File: config.mk
export PLATFORM = sky130hd
export DESIGN_NAME = decoder_nx2n_scan
export DESIGN_NICKNAME = d
export VERILOG_FILES = /design/src/rtl/decoder_pkg.sv /design/src/rtl/decoder_dwell_timer.sv /design/src/rtl/decoder_nx2n_scan.sv
export SDC_FILE = /design/constraint.sdc
export NUM_CORES = 1
export LEC_CHECK = 0
export BUFFER_PORTS_ARGS = -buffer_cell sky130_fd_sc_hd__buf_2
export CAP_MARGIN = 25
export CORE_ASPECT_RATIO = 1.75
export CORE_MARGIN = 3
export CORE_UTILIZATION = 45
export DETAILED_ROUTE_END_ITERATION = 10
export PLACE_DENSITY = 0.77
export SLEW_MARGIN = 20
export SYNTH_ARGS = -nofsm -noshare
export SYNTH_HDL_FRONTEND = slang
export SYNTH_SLANG_ARGS = --single-unit
File: constraint.sdc
create_clock -name clk -period 2.9 [get_ports clk]
set_clock_uncertainty 0.1 [all_clocks]
set_input_delay 0.145 -clock clk [delete_from_list [all_inputs] [get_ports clk]]
set_output_delay 0.145 -clock clk [all_outputs]
set_load 0.1 [all_outputs]
File: src/rtl/decoder_pkg.sv
// Shared types and helpers for the registered N-to-2^N decoder family.
package decoder_pkg;

   // Controller states.
   typedef enum logic [1:0] {
      ST_IDLE   = 2'd0,
      ST_DIRECT = 2'd1,
      ST_SCAN   = 2'd2
   } state_t;

   // Values of the mode input.
   localparam logic MODE_DIRECT = 1'b0;
   localparam logic MODE_SCAN   = 1'b1;

   // Widest select the one-hot helper supports; callers cast the result down to 2^N bits.
   localparam int unsigned ONE_HOT_MAX_N = 8;
   localparam int unsigned ONE_HOT_MAX_W = 1 << ONE_HOT_MAX_N;

   // One-hot encode sel for an n-bit select; an out-of-range sel yields all zero.
   function automatic logic [ONE_HOT_MAX_W-1:0] one_hot(
      input int unsigned              n,
      input logic [ONE_HOT_MAX_N-1:0] sel
   );
      logic [ONE_HOT_MAX_W-1:0] res;
      res = '0;
      if (32'(sel) < (32'd1 << n)) begin
         res[sel] = 1'b1;
      end
      return res;
   endfunction

endpackage : decoder_pkg

File: src/rtl/decoder_dwell_timer.sv
// Dwell down-counter for scan mode: pulses step on the cycle the count reads zero,
// then reloads from the dwell value presented at that moment.
module decoder_dwell_timer #(
   parameter int unsigned DWELL_W = 8
) (
   input  logic               clk,
   input  logic               rst_n,
   input  logic               clear,
   input  logic               load,
   input  logic               run,
   input  logic [DWELL_W-1:0] dwell,
   output logic               step
);

   logic [DWELL_W-1:0] cnt_q;
   logic [DWELL_W-1:0] cnt_d;

   // A step happens only while counting, never on the load cycle itself.
   assign step = run & ~load & ~clear & (cnt_q == '0);

   // Next count: clear beats load, load beats counting; a step reloads.
   always_comb begin
      cnt_d = cnt_q;
      if (clear) begin
         cnt_d = '0;
      end else if (load || step) begin
         cnt_d = dwell;
      end else if (run) begin
         cnt_d = cnt_q - DWELL_W'(1);
      end
   end

   // Count register with synchronous active-low reset.
   always_ff @(posedge clk) begin
      if (!rst_n) begin
         cnt_q <= '0;
      end else begin
         cnt_q <= cnt_d;
      end
   end

endmodule : decoder_dwell_timer

File: src/rtl/decoder_nx2n_scan.sv
// Registered binary-to-one-hot decoder with a handshaked direct mode and a
// self-running scan mode that walks the one-hot bit with a programmable dwell.
// N must not exceed decoder_pkg::ONE_HOT_MAX_N.
//
// Handshake: a select is accepted on a rising edge where in_valid & in_ready;
// in_ready depends only on rst_n, en and mode, never on in_valid or FSM state.
module decoder_nx2n_scan
   import decoder_pkg::*;
#(
   parameter int unsigned N       = 3,
   parameter int unsigned DWELL_W = 8
) (
   input  logic                 clk,
   input  logic                 rst_n,
   input  logic                 en,
   input  logic                 mode,
   input  logic                 in_valid,
   output logic                 in_ready,
   input  logic [N-1:0]         in_sel,
   input  logic [DWELL_W-1:0]   dwell,
   output logic [(1<<N)-1:0]    out,
   output logic                 out_valid,
   output logic [N-1:0]         idx,
   output logic                 wrap,
   output state_t               dbg_state
);

   localparam int unsigned OUT_W = 1 << N;

   state_t             state_q, state_d;
   logic [OUT_W-1:0]   out_q, out_d;
   logic               out_valid_q, out_valid_d;
   logic [N-1:0]       idx_q, idx_d;
   logic               wrap_q, wrap_d;

   logic               accept;
   logic               tmr_clear;
   logic               tmr_load;
   logic               tmr_run;
   logic               tmr_step;
   logic [N-1:0]       idx_inc;

   // Ready is a pure function of reset, enable and mode.
   assign in_ready = rst_n & en & (mode == MODE_DIRECT);
   assign accept   = in_valid & in_ready;

   // Timer controls: cleared while disabled, loaded on scan entry, counting while scanning.
   assign tmr_clear = ~en;
   assign tmr_load  = en & (mode == MODE_SCAN) & (state_q != ST_SCAN);
   assign tmr_run   = en & (mode == MODE_SCAN) & (state_q == ST_SCAN);

   assign idx_inc = idx_q + N'(1);

   decoder_dwell_timer #(
      .DWELL_W (DWELL_W)
   ) u_dwell_timer (
      .clk   (clk),
      .rst_n (rst_n),
      .clear (tmr_clear),
      .load  (tmr_load),
      .run   (tmr_run),
      .dwell (dwell),
      .step  (tmr_step)
   );

   // Next state and next output values; en and mode are re-evaluated every cycle.
   always_comb begin
      state_d     = state_q;
      out_d       = out_q;
      out_valid_d = out_valid_q;
      idx_d       = idx_q;
      wrap_d      = 1'b0;
      if (!en) begin
         state_d     = ST_IDLE;
         out_d       = '0;
         out_valid_d = 1'b0;
         idx_d       = '0;
      end else if (mode == MODE_SCAN) begin
         state_d = ST_SCAN;
         if (state_q != ST_SCAN) begin
            // Entry always starts at position 0 and never flags a wrap.
            idx_d       = '0;
            out_d       = OUT_W'(1);
            out_valid_d = 1'b1;
         end else if (tmr_step) begin
            idx_d       = idx_inc;
            out_d       = OUT_W'(one_hot(N, ONE_HOT_MAX_N'(idx_inc)));
            out_valid_d = 1'b1;
            wrap_d      = (idx_q == {N{1'b1}});
         end
      end else begin
         state_d = ST_DIRECT;
         if (state_q != ST_DIRECT) begin
            // Nothing decoded yet in this mode; an entry-cycle accept overrides below.
            out_d       = '0;
            out_valid_d = 1'b0;
            idx_d       = '0;
         end
         if (accept) begin
            out_d       = OUT_W'(one_hot(N, ONE_HOT_MAX_N'(in_sel)));
            idx_d       = in_sel;
            out_valid_d = 1'b1;
         end
      end
   end

   // FSM and output registers with synchronous active-low reset.
   always_ff @(posedge clk) begin
      if (!rst_n) begin
         state_q     <= ST_IDLE;
         out_q       <= '0;
         out_valid_q <= 1'b0;
         idx_q       <= '0;
         wrap_q      <= 1'b0;
      end else begin
         state_q     <= state_d;
         out_q       <= out_d;
         out_valid_q <= out_valid_d;
         idx_q       <= idx_d;
         wrap_q      <= wrap_d;
      end
   end

   assign out       = out_q;
   assign out_valid = out_valid_q;
   assign idx       = idx_q;
   assign wrap      = wrap_q;
   assign dbg_state = state_q;

endmodule : decoder_nx2n_scan

; Word level (Yosys, flattened, before mapping)
; Index checks and enable logic that the tools add are counted.
[totals]
out_inout_bits = 16
wordCells = 62
input_bits = 16
regBits = 23
[classes]
reduce_logical = 9
n_lt_le_gt_ge = 4
bitwise_logic = 14
addsub = 2
eq_ne = 5
muxes = 22
[op_table]
columns = op, count
row1 = 8-bit 2-to-1 mux, 7
row2 = "3-bit by 9-bit less-than comparator with 1-bit output, second input constant", 2
row3 = 3-bit 2-to-1 mux, 5
row4 = 1-bit AND, 9
row5 = 8-bit logical NOT, 1
row6 = "8-bit by 1-bit subtractor with 8-bit output, second input constant", 1
row7 = 1-bit 2-to-1 mux, 7
row8 = 1-bit demux with 3-bit select, 2
row9 = "3-bit by 1-bit >= comparator with 1-bit output, second input constant", 2
row10 = 1-bit NOT, 5
row11 = 5-bit OR reduction, 1
row12 = 2-bit AND reduction, 2
row13 = "3-bit by 1-bit adder with 3-bit output, second input constant", 1
row14 = "3-bit == test, second input constant", 1
row15 = "3-bit by 1-bit inequality test with 1-bit output, second input constant", 1
row16 = 3-bit nonzero test, 1
row17 = "2-bit == test, second input constant", 1
row18 = 1-bit logical AND, 2
row19 = 2-bit 2-to-1 mux, 1
row20 = "2-bit by 1-bit inequality test with 1-bit output, second input constant", 1
row21 = "2-bit inequality test, second input constant", 1
row22 = 2-bit nonzero test, 1
row23 = 1-bit logical OR, 1

; Longest topological paths before layout
; Gate-level depths: netlist of the first run.
[logic_depth]
ltp_word = 9
ltp_mapped = 7
ltp_nobuf = 6

; By module
; A second synthesis of the first run with hierarchy kept.
[hier_totals]
hier_cells = 159
hier_area_um2 = 1317.5
[by_module_without_submodules]
columns = mod, area_per_inst_um2, cells_per_inst, n_inst, seq_area_each_um2
row1 = decoder_nx2n_scan, 792.0, 100, 1, 300.3
row2 = decoder_dwell_timer, 525.5, 59, 1, 160.2

; Worst setup path after synthesis of the first run
; Ideal clock, no wire load.
[synth_timing]
kind = reg2reg
from = register state_q[1], in the netlist dbg_state[1]
to = register u_dwell_timer.cnt_q[7]
setup_time_ns = 0.070
path_slack_ns = 0.552
t_required_ns = 2.730
path_buffers = 1
arrival_ns = 2.178
period_less_slack_ns = 2.348
path_stages_with_launch = 6
path_cell_list = dfxtp_1 -> nor2b_1 -> clkbuf_1 -> o21ai_1 -> or4_1 -> nand3_1
[synth_between]
elab_chain_cells = 8
elab_cells_between_ends = 11
classes_between = 2 x eq/ne / 1 x mux / 6 x bitwise / 2 x reduce/logical
[synth_rtl]
columns = item, line
row1 = start: declaration, decoder_nx2n_scan.sv:30  ; state_t state_q, state_d;
row2 = start signal: assignment, decoder_nx2n_scan.sv:116  ; state_q <= state_d;
row3 = 2-bit inequality test, decoder_nx2n_scan.sv:49  ; assign tmr_load = en & (mode == MODE_SCAN) & (state_q != ST_SCAN);
row4 = 1-bit AND, decoder_nx2n_scan.sv:49
row5 = 1-bit NOT, decoder_dwell_timer.sv:19  ; assign step = run & ~load & ~clear & (cnt_q == '0);
row6 = 1-bit AND (3 in a row), decoder_dwell_timer.sv:19
row7 = 1-bit logical OR, decoder_dwell_timer.sv:26  ; end else if (load || step) begin
row8 = 8-bit 2-to-1 mux / 2-bit nonzero test (equally long branches), -
row9 = end signal: assignment, decoder_dwell_timer.sv:38  ; cnt_q <= cnt_d;
row10 = end: declaration, decoder_dwell_timer.sv:15  ; logic [DWELL_W-1:0] cnt_q;
; Several ways; a longest one is shown, not always the timed one.
; A chain may end at the register's enable or synchronous reset.

; Worst setup path after layout of the first run
[layout_timing]
from = register u_dwell_timer.cnt_q[0]
to = register u_dwell_timer.cnt_q[0]
[layout_between]
elab_chain_cells = 4
elab_cells_between_ends = 7
classes_between = 1 x add/sub / 2 x mux / 1 x bitwise / 3 x reduce/logical
[layout_rtl]
columns = item
row1 = "parallel branches: the longest is 4 deep, another holds 8-bit by 1-bit subtractor with 8-bit output"
; Parallel ways; which one is timed is not known. The select of a mux whose other input is x is not followed.

==> out/results.tsv, run 1 <==
metric	value	unit
path_class	flip-flop to flip-flop	
vdd_drop_max	0.000282	V
synth_seq_area_share	33.4	%
cts_tree	done	
final_hold_viol_count	0	
row_count	26	
diodes	0	
drcViolationCount	0	
synth_flop_cell	dfxtp_1	
ys_async_sr_fraction	0	%
syn_area_per_cell	7.67	um^2
setup_viol	0	
fp.dieW	47.9	um
synth_cell_types	37	
vias	1503	
clkLatencyLatePin	0.27	ns
pwr_density_cell	448	mW/mm^2
cp_slowest_cell	or3b_2	
syn_to_final_growth	14.9	%
ios	32	
syn_inst	180	
cts_buffers	3	
clock_sinks	23	
cts-root-buf	clkbuf_8	
dieArea	0.00379	mm^2
gp_congestion	0.940	
grt_usage	22.4	%
p_leak	0.628	nW
cp-end-kind	flip-flop	
max_stage_delay	0.51	ns
worst_pin_slew	0.903	ns
wl_per_cell	16.4	um
critPathMaxFanout	7	
rsz0062_at_grt	false	
grt_pass1_vias	1466	
cts.hold.buffers_added	0	
cts_buffer_depth	2	
cts_setup_buffers	0	
grt_overflow_total	0	
drt_iter0_markers	50	
period_share	74.8	%
finalSetupTns	0	ns
syn_nets	200	
cp_top_family	simple AND/OR/NAND/NOR gates	
h-tree-depth	1	
synth.area.top_cells	dfxtp_1, nor3_1, nand3_1, a21oi_1, ha_1	
hold_path.class	primary input to flip-flop	
critPathArrivalTime	2.27	ns
initial_core_util	47.1	%
wl	3.83	mm
antenna_found_initial	0	
ys_seq_elements	23	
cts.clk_slew.worst_paths	0.08	ns
core-area	0.00293	mm^2
finalPower	711	uW
post_drt_via_cell_ratio	6.42	
synth_top_area_cell	dfxtp_1	
synthDominantCellAreaShare	33.4	%
ant_nets	0	
drt_pass1_iterations	5	
cap_violations	0	
dieHeight	79.3	um
synth_area	0.00138	mm^2
timing.slew.headroom	39.8	%
dp_hpwl	2.89	mm
cts_resized	0	
fin_crit	2.17	ns
status	complete, no violations	
cp.required	3.00	ns
path_buf_inv	1	
io_buffer_count	31	
grt_max_degree	23	
slew_viol_final	0	
layout.nets	227	
synth_enable_flop_cells	0	
ys_warn_count	0	
drive_gt1_share	19.4	%
cp_cell_sequence	inv_1, ha_1, or3b_2, o21ai_1, nand3_1, a31oi_1	
fmax	0.461	GHz
critPathLaunchType	flip-flop	
grt_pass1_wl	6.39	mm
registers in the layout, indices dropped and copies added, names as in the netlist:
name / count
out: 8
u_dwell_timer.cnt_q: 8
idx: 3
dbg_state: 2
out_valid: 1
wrap: 1
kinds of logic (layout without fill, tap and decap cells):
logic type,count (synthesis),in the layout,synth area share [%]
flip-flops,23,23,33.4
AND/OR/NAND/NOR,88,88,36.1
adder cells (fa/ha/maj),4,4,3.63
buffers and inverters,18,44,5.17
AO/OA/AOI/OAI,47,47,21.8
worst min-delay path: stages:
cell	delay, ns
buf_2	0.07
nand3_1	0.05
nand3_1	0.08
cells in the mapped netlist (2+ instances only):
cell and count:
buf_2 3, a31oi_1 5, inv_1 6, ha_1 4, o211ai_1 3, o22ai_1 7, dfxtp_1 23, or3b_2 3
nor4b_1 2, nand4b_1 4, clkbuf_1 8, nor3b_1 2, or4_1 3, nand3b_1 2, nor2_1 8, nand4_1 2
and2_1 2, o32ai_1 4, a32oi_1 2, nand2b_1 5, a21oi_1 15, nor4_1 3, nand3_1 16, nand2_1 10
o21ai_0 4, a211oi_1 2, nor3_1 22
where the power goes:
group	leakage, nW	switching [mW]	internal, mW	total (mW)
Sequential	0.187	0.0114	0.326	0.337
Clock	0.0228	0.106	0.0983	0.204
Combinational	0.419	0.121	0.0483	0.169
Total	0.628	0.238	0.472	0.711
routing by layer:
metal / GRT usage (%) / vias up / wire length, um
li1: - / 746 / -
met1: 26.2 / 695 / 1500
met2: 37.1 / 54 / 2030
met3: 2.95 / 8 / 198
met4: 11.9 / 0 / 95
met5: 0 / - / 0
placed cells by master (no fill, tap or decap), drive strengths merged, types with 2 or more instances in the layout:
cell type and count:
a32oi 2, o21ai 5, nand4b 4, and2 2, o211ai 3, nor4 3, or3b 3, nor3b 2
o32ai 4, dfxtp 23, nand3 16, nand2b 5, nor3 22, a31oi 5, inv 6, or4 3
nand2 10, o22ai 7, nor2 8, clkbuf 4, buf 33, nand4 2, a211oi 2, nand3b 2
a21oi 15, ha 4, nor4b 2
final cells by class:
class	instances	area, um^2
multi-input cells	139	848
inverters	7	26.3
flip-flops and latches	23	460
repair buffers	33	170
clock buffers	4	45.0
fillers	304	1340
well taps	28	35.0
through the flow:
stage	util [%]	instance area, um^2	std cells	setup slack (ns)	hold WS (ns)
finish	54.1	1590	234	0.732	0.0101
global route	54.1	1590	234	0.509	0.0107
CTS	54.1	1590	234	0.735	0.00979
detailed placement	52.6	1540	230	0.763	0.288
global placement	52.6	1540	230	0.752	0.291
floorplan	-	1380	180	0.552	0.191
path summary, 6_finish.rpt:
| path | start | endpoint | slack [ns] | cells past startpoint |
|---|---|---|---|---|
| max | u_dwell_timer.cnt_q[0]$_SDFFE_PP0P_ | u_dwell_timer.cnt_q[0]$_SDFFE_PP0P_ | 0.73 | 6 |
| min | dwell[4] | u_dwell_timer.cnt_q[4]$_SDFFE_PP0P_ | 0.01 | 3 |
| max reg2reg | u_dwell_timer.cnt_q[0]$_SDFFE_PP0P_ | u_dwell_timer.cnt_q[0]$_SDFFE_PP0P_ | 0.73 | 6 |
| min reg2reg | out[0]$_SDFFE_PP0P_ | out[0]$_SDFFE_PP0P_ | 0.37 | 2 |
Note: power is estimated with default switching activity, not from simulation.
==> run 2: changes to the inputs <==
--- a/config.mk
+++ b/config.mk
@@ -5,13 +5,14 @@
 export SDC_FILE = /design/constraint.sdc
 export NUM_CORES = 1
 export LEC_CHECK = 0
+export ABC_AREA = 1
 export BUFFER_PORTS_ARGS = -buffer_cell sky130_fd_sc_hd__buf_2
 export CAP_MARGIN = 25
 export CORE_ASPECT_RATIO = 1.75
 export CORE_MARGIN = 3
 export CORE_UTILIZATION = 45
 export DETAILED_ROUTE_END_ITERATION = 10
-export PLACE_DENSITY = 0.77
+export PLACE_DENSITY = 0.78
 export SLEW_MARGIN = 20
 export SYNTH_ARGS = -nofsm -noshare
 export SYNTH_HDL_FRONTEND = slang
==> constraint.sdc (replaced) <==
create_clock -name clk -period 1.9 [get_ports clk]
set_clock_uncertainty 0.1 [all_clocks]
set_input_delay 0.095 -clock clk [delete_from_list [all_inputs] [get_ports clk]]
set_output_delay 0.095 -clock clk [all_outputs]
set_load 0.1 [all_outputs]
==> out/results.tsv, run 2 <==
metric	value	unit	change
rrSetupSlack	0.26	ns	-0.47 ns
h-tree-depth	1		unchanged
vdd_drop_max	0.000458	V	+62%
cts_buffers	3		unchanged
final_cell_area	0.00180	mm^2	+14%
final_hold_viol_count	0		unchanged
synth_most_common_cell	nand2_1		
path_depth	9		+3
crit_path_frequent_cell	nand2_1		
fp.dieW	50.7	um	+5.9%
final_common_cell	nand2_1		
io_buffer_count	31		unchanged
syn_nets	253		+27%
cts_resized	0		unchanged
cts.clk_slew.worst_paths	0.08	ns	about the same
syn_to_final_growth	14.8	%	about the same
dieHeight	84.2	um	+6.2%
layout_common_cells	nand2_1, buf_2, nor2_1		
placed_area	0.00174	mm^2	+13%
cts_buffer_depth	2		unchanged
cts_tree	done		
setup_viol	0		unchanged
synth_area	0.00157	mm^2	+14%
endpoint	idx[0]$_SDFFE_PP0P_		
dp_hpwl	2.77	mm	-4.0%
ys_seq_elements	23		unchanged
drt_pass1_iterations	4		-1
diodes	0		unchanged
grt_pass1_wl	6.18	mm	-3.3%
post_drt_via_cell_ratio	5.00		-22%
critPathMaxFanout	22		+15
whs	0.00830	ns	-0.00183 ns
r2r-end	idx[0]$_SDFFE_PP0P_		
use_met1	20.2	%	-6.0 points
cp_cell_sequence	inv_1, ha_1, nand2_2, nor2_4, nand3_2, nand2_4, nand2_1, nand2_1, a21oi_2		
slew_viol_final	0		unchanged
cp.required	1.96	ns	-1.04 ns
core-area	0.00324	mm^2	+11%
cp_slowest_cell	dfxtp_1		
syn_inst	233		+29%
grtUsageMet3	1.60	%	-1.3 points
rsz0062_at_grt	false		
cp_top_family	simple AND/OR/NAND/NOR gates		
ys_async_sr_fraction	0	%	unchanged
wl_per_cell	11.2	um	-32%
critPathArrivalTime	1.70	ns	-0.57 ns
period_share	86.4	%	+12 points
path_buf_inv	1		unchanged
status	complete, no violations		
synth.area.top_cells	dfxtp_1, nand2_1, a21oi_1, nand3_1, nor2_1		
grt_max_degree	23		unchanged
clock_sinks	23		unchanged
cap_violations	0		unchanged
cts-root-buf	clkbuf_8		
gp_congestion	0.906		-3.7%
finalSetupTns	0	ns	unchanged
critPathLaunchType	flip-flop		
antenna_found_initial	0		unchanged
grt_overflow_total	0		unchanged
worst_pin_slew	0.490	ns	-0.413 ns
synth_commonest_cells	nand2_1, nor2_1, a21oi_1		
synth_enable_flop_cells	0		unchanged
row_count	27		+3.8%
drcViolationCount	0		unchanged
fin_util	55.6	%	+1.5 points
synth_top_area_cell	dfxtp_1		
fin_crit	1.64	ns	-0.527 ns
timing.rr.start	u_dwell_timer.cnt_q[0]$_SDFFE_PP0P_		
wl	3.44	mm	-10%
grt_usage	18.3	%	-4.1 points
synth_seq_area_share	29.3	%	-4.1 points
top_usage_layer	met2		
p_leak	0.903	nW	+44%
cp-end-kind	flip-flop		
hold_path.class	primary input to flip-flop		
grt_pass1_vias	1479		+0.89%
timing.slew.headroom	67.5	%	+28 points
synth_cell_types	28		-24%
layout.nets	286		+26%
hp-start	rst_n		
synth_flop_cell	dfxtp_1		
num-fill-cells	352		+16%
ios	32		unchanged
max_stage_delay	0.32	ns	-0.19 ns
drt_iter0_markers	22		-56%
ant_nets	0		unchanged
pwr_density_cell	591	mW/mm^2	+32%
reg2regPathDepth	9		+3
ys_warn_count	0		unchanged
fmax	0.609	GHz	+32%
initial_core_util	48.5	%	+1.3 points
path_class	flip-flop to flip-flop		
startpoint	u_dwell_timer.cnt_q[0]$_SDFFE_PP0P_		
synthDominantCellAreaShare	29.3	%	-4.1 points
syn_area_per_cell	6.74	um^2	-12%
dieArea	0.00427	mm^2	+12%
grt_util_met2	32.6	%	-4.5 points
drive_gt1_share	26.4	%	+7.0 points
clkLatencyLatePin	0.26	ns	about the same
vias	1540		+2.5%
==> run 2: worst register-to-register path, delay by kind of cell (launching register included) <==
| family | cells | cell delay [ns] |
|---|---|---|
| buffers and inverters | 1 | 0.11 |
| and+or+nand+nor | 6 | 0.76 |
| DFF | 1 | 0.32 |
| adders and majority gates | 1 | 0.20 |
| AOI/OAI and AO/OA | 1 | 0.05 |
==> run 2: power breakdown <==
part           switching, mW  internal [mW]
clock                  0.155          0.146
sequential            0.0109          0.495
combinational          0.183         0.0762
total                  0.349          0.717
==> run 2: worst min-delay path by stage <==
stage,endpoint,cells past startpoint
after global routing,wrap$_SDFF_PP0_,3
after floorplan,u_dwell_timer.cnt_q[0]$_SDFFE_PP0P_,2
final,wrap$_SDFF_PP0_,3
after global placement,u_dwell_timer.cnt_q[1]$_SDFFE_PP0P_,3
after CTS,wrap$_SDFF_PP0_,3
after detailed placement,u_dwell_timer.cnt_q[1]$_SDFFE_PP0P_,3
==> run 2: area by class of cell <==
class	instances	area, um^2	share of cell area, %
Clock buffer	3	41.3	2.29
Clock inverter	1	5.00	0.277
Inverter	29	111	6.17
Multi-Input combinational cell	174	936	51.9
Sequential cell	23	467	25.9
Tap cell	43	53.8	2.98
Timing Repair Buffer	35	190	10.5
==> run 2: through the flow <==
step / cells / worst slack (ns) / power (mW)
floorplan: 233 / 0.0206 / 0.723
global placement: 302 / 0.292 / 0.773
detailed placement: 302 / 0.272 / 0.774
CTS: 308 / 0.252 / 1.08
global route: 308 / 0.105 / 1.13
finish: 308 / 0.259 / 1.07
==> run 2: cell families (layout without fill, tap and decap cells) <==
group	after synthesis	in the layout	share of synthesized area, %
AND/OR/NAND/NOR	127	127	40.2
flip-flops	23	23	29.3
buffers and inverters	36	68	11.1
AO/OA/AOI/OAI	42	42	15.6
XOR/XNOR	1	1	0.557
adder cells (fa/ha/maj)	4	4	3.18
==> run 2: repair_timing <==
action,in CTS,in global routing
setup buffers,0,0
hold buffers,2,0
hold endpoints to repair,2,0
==> run 2: metal layers <==
layer	up-vias	share of wire, %	wire length, um
met5	-	0	0
met4	0	3.3	112
met3	9	3.4	117
met2	36	52	1810
met1	680	41	1410
li1	815	-	-
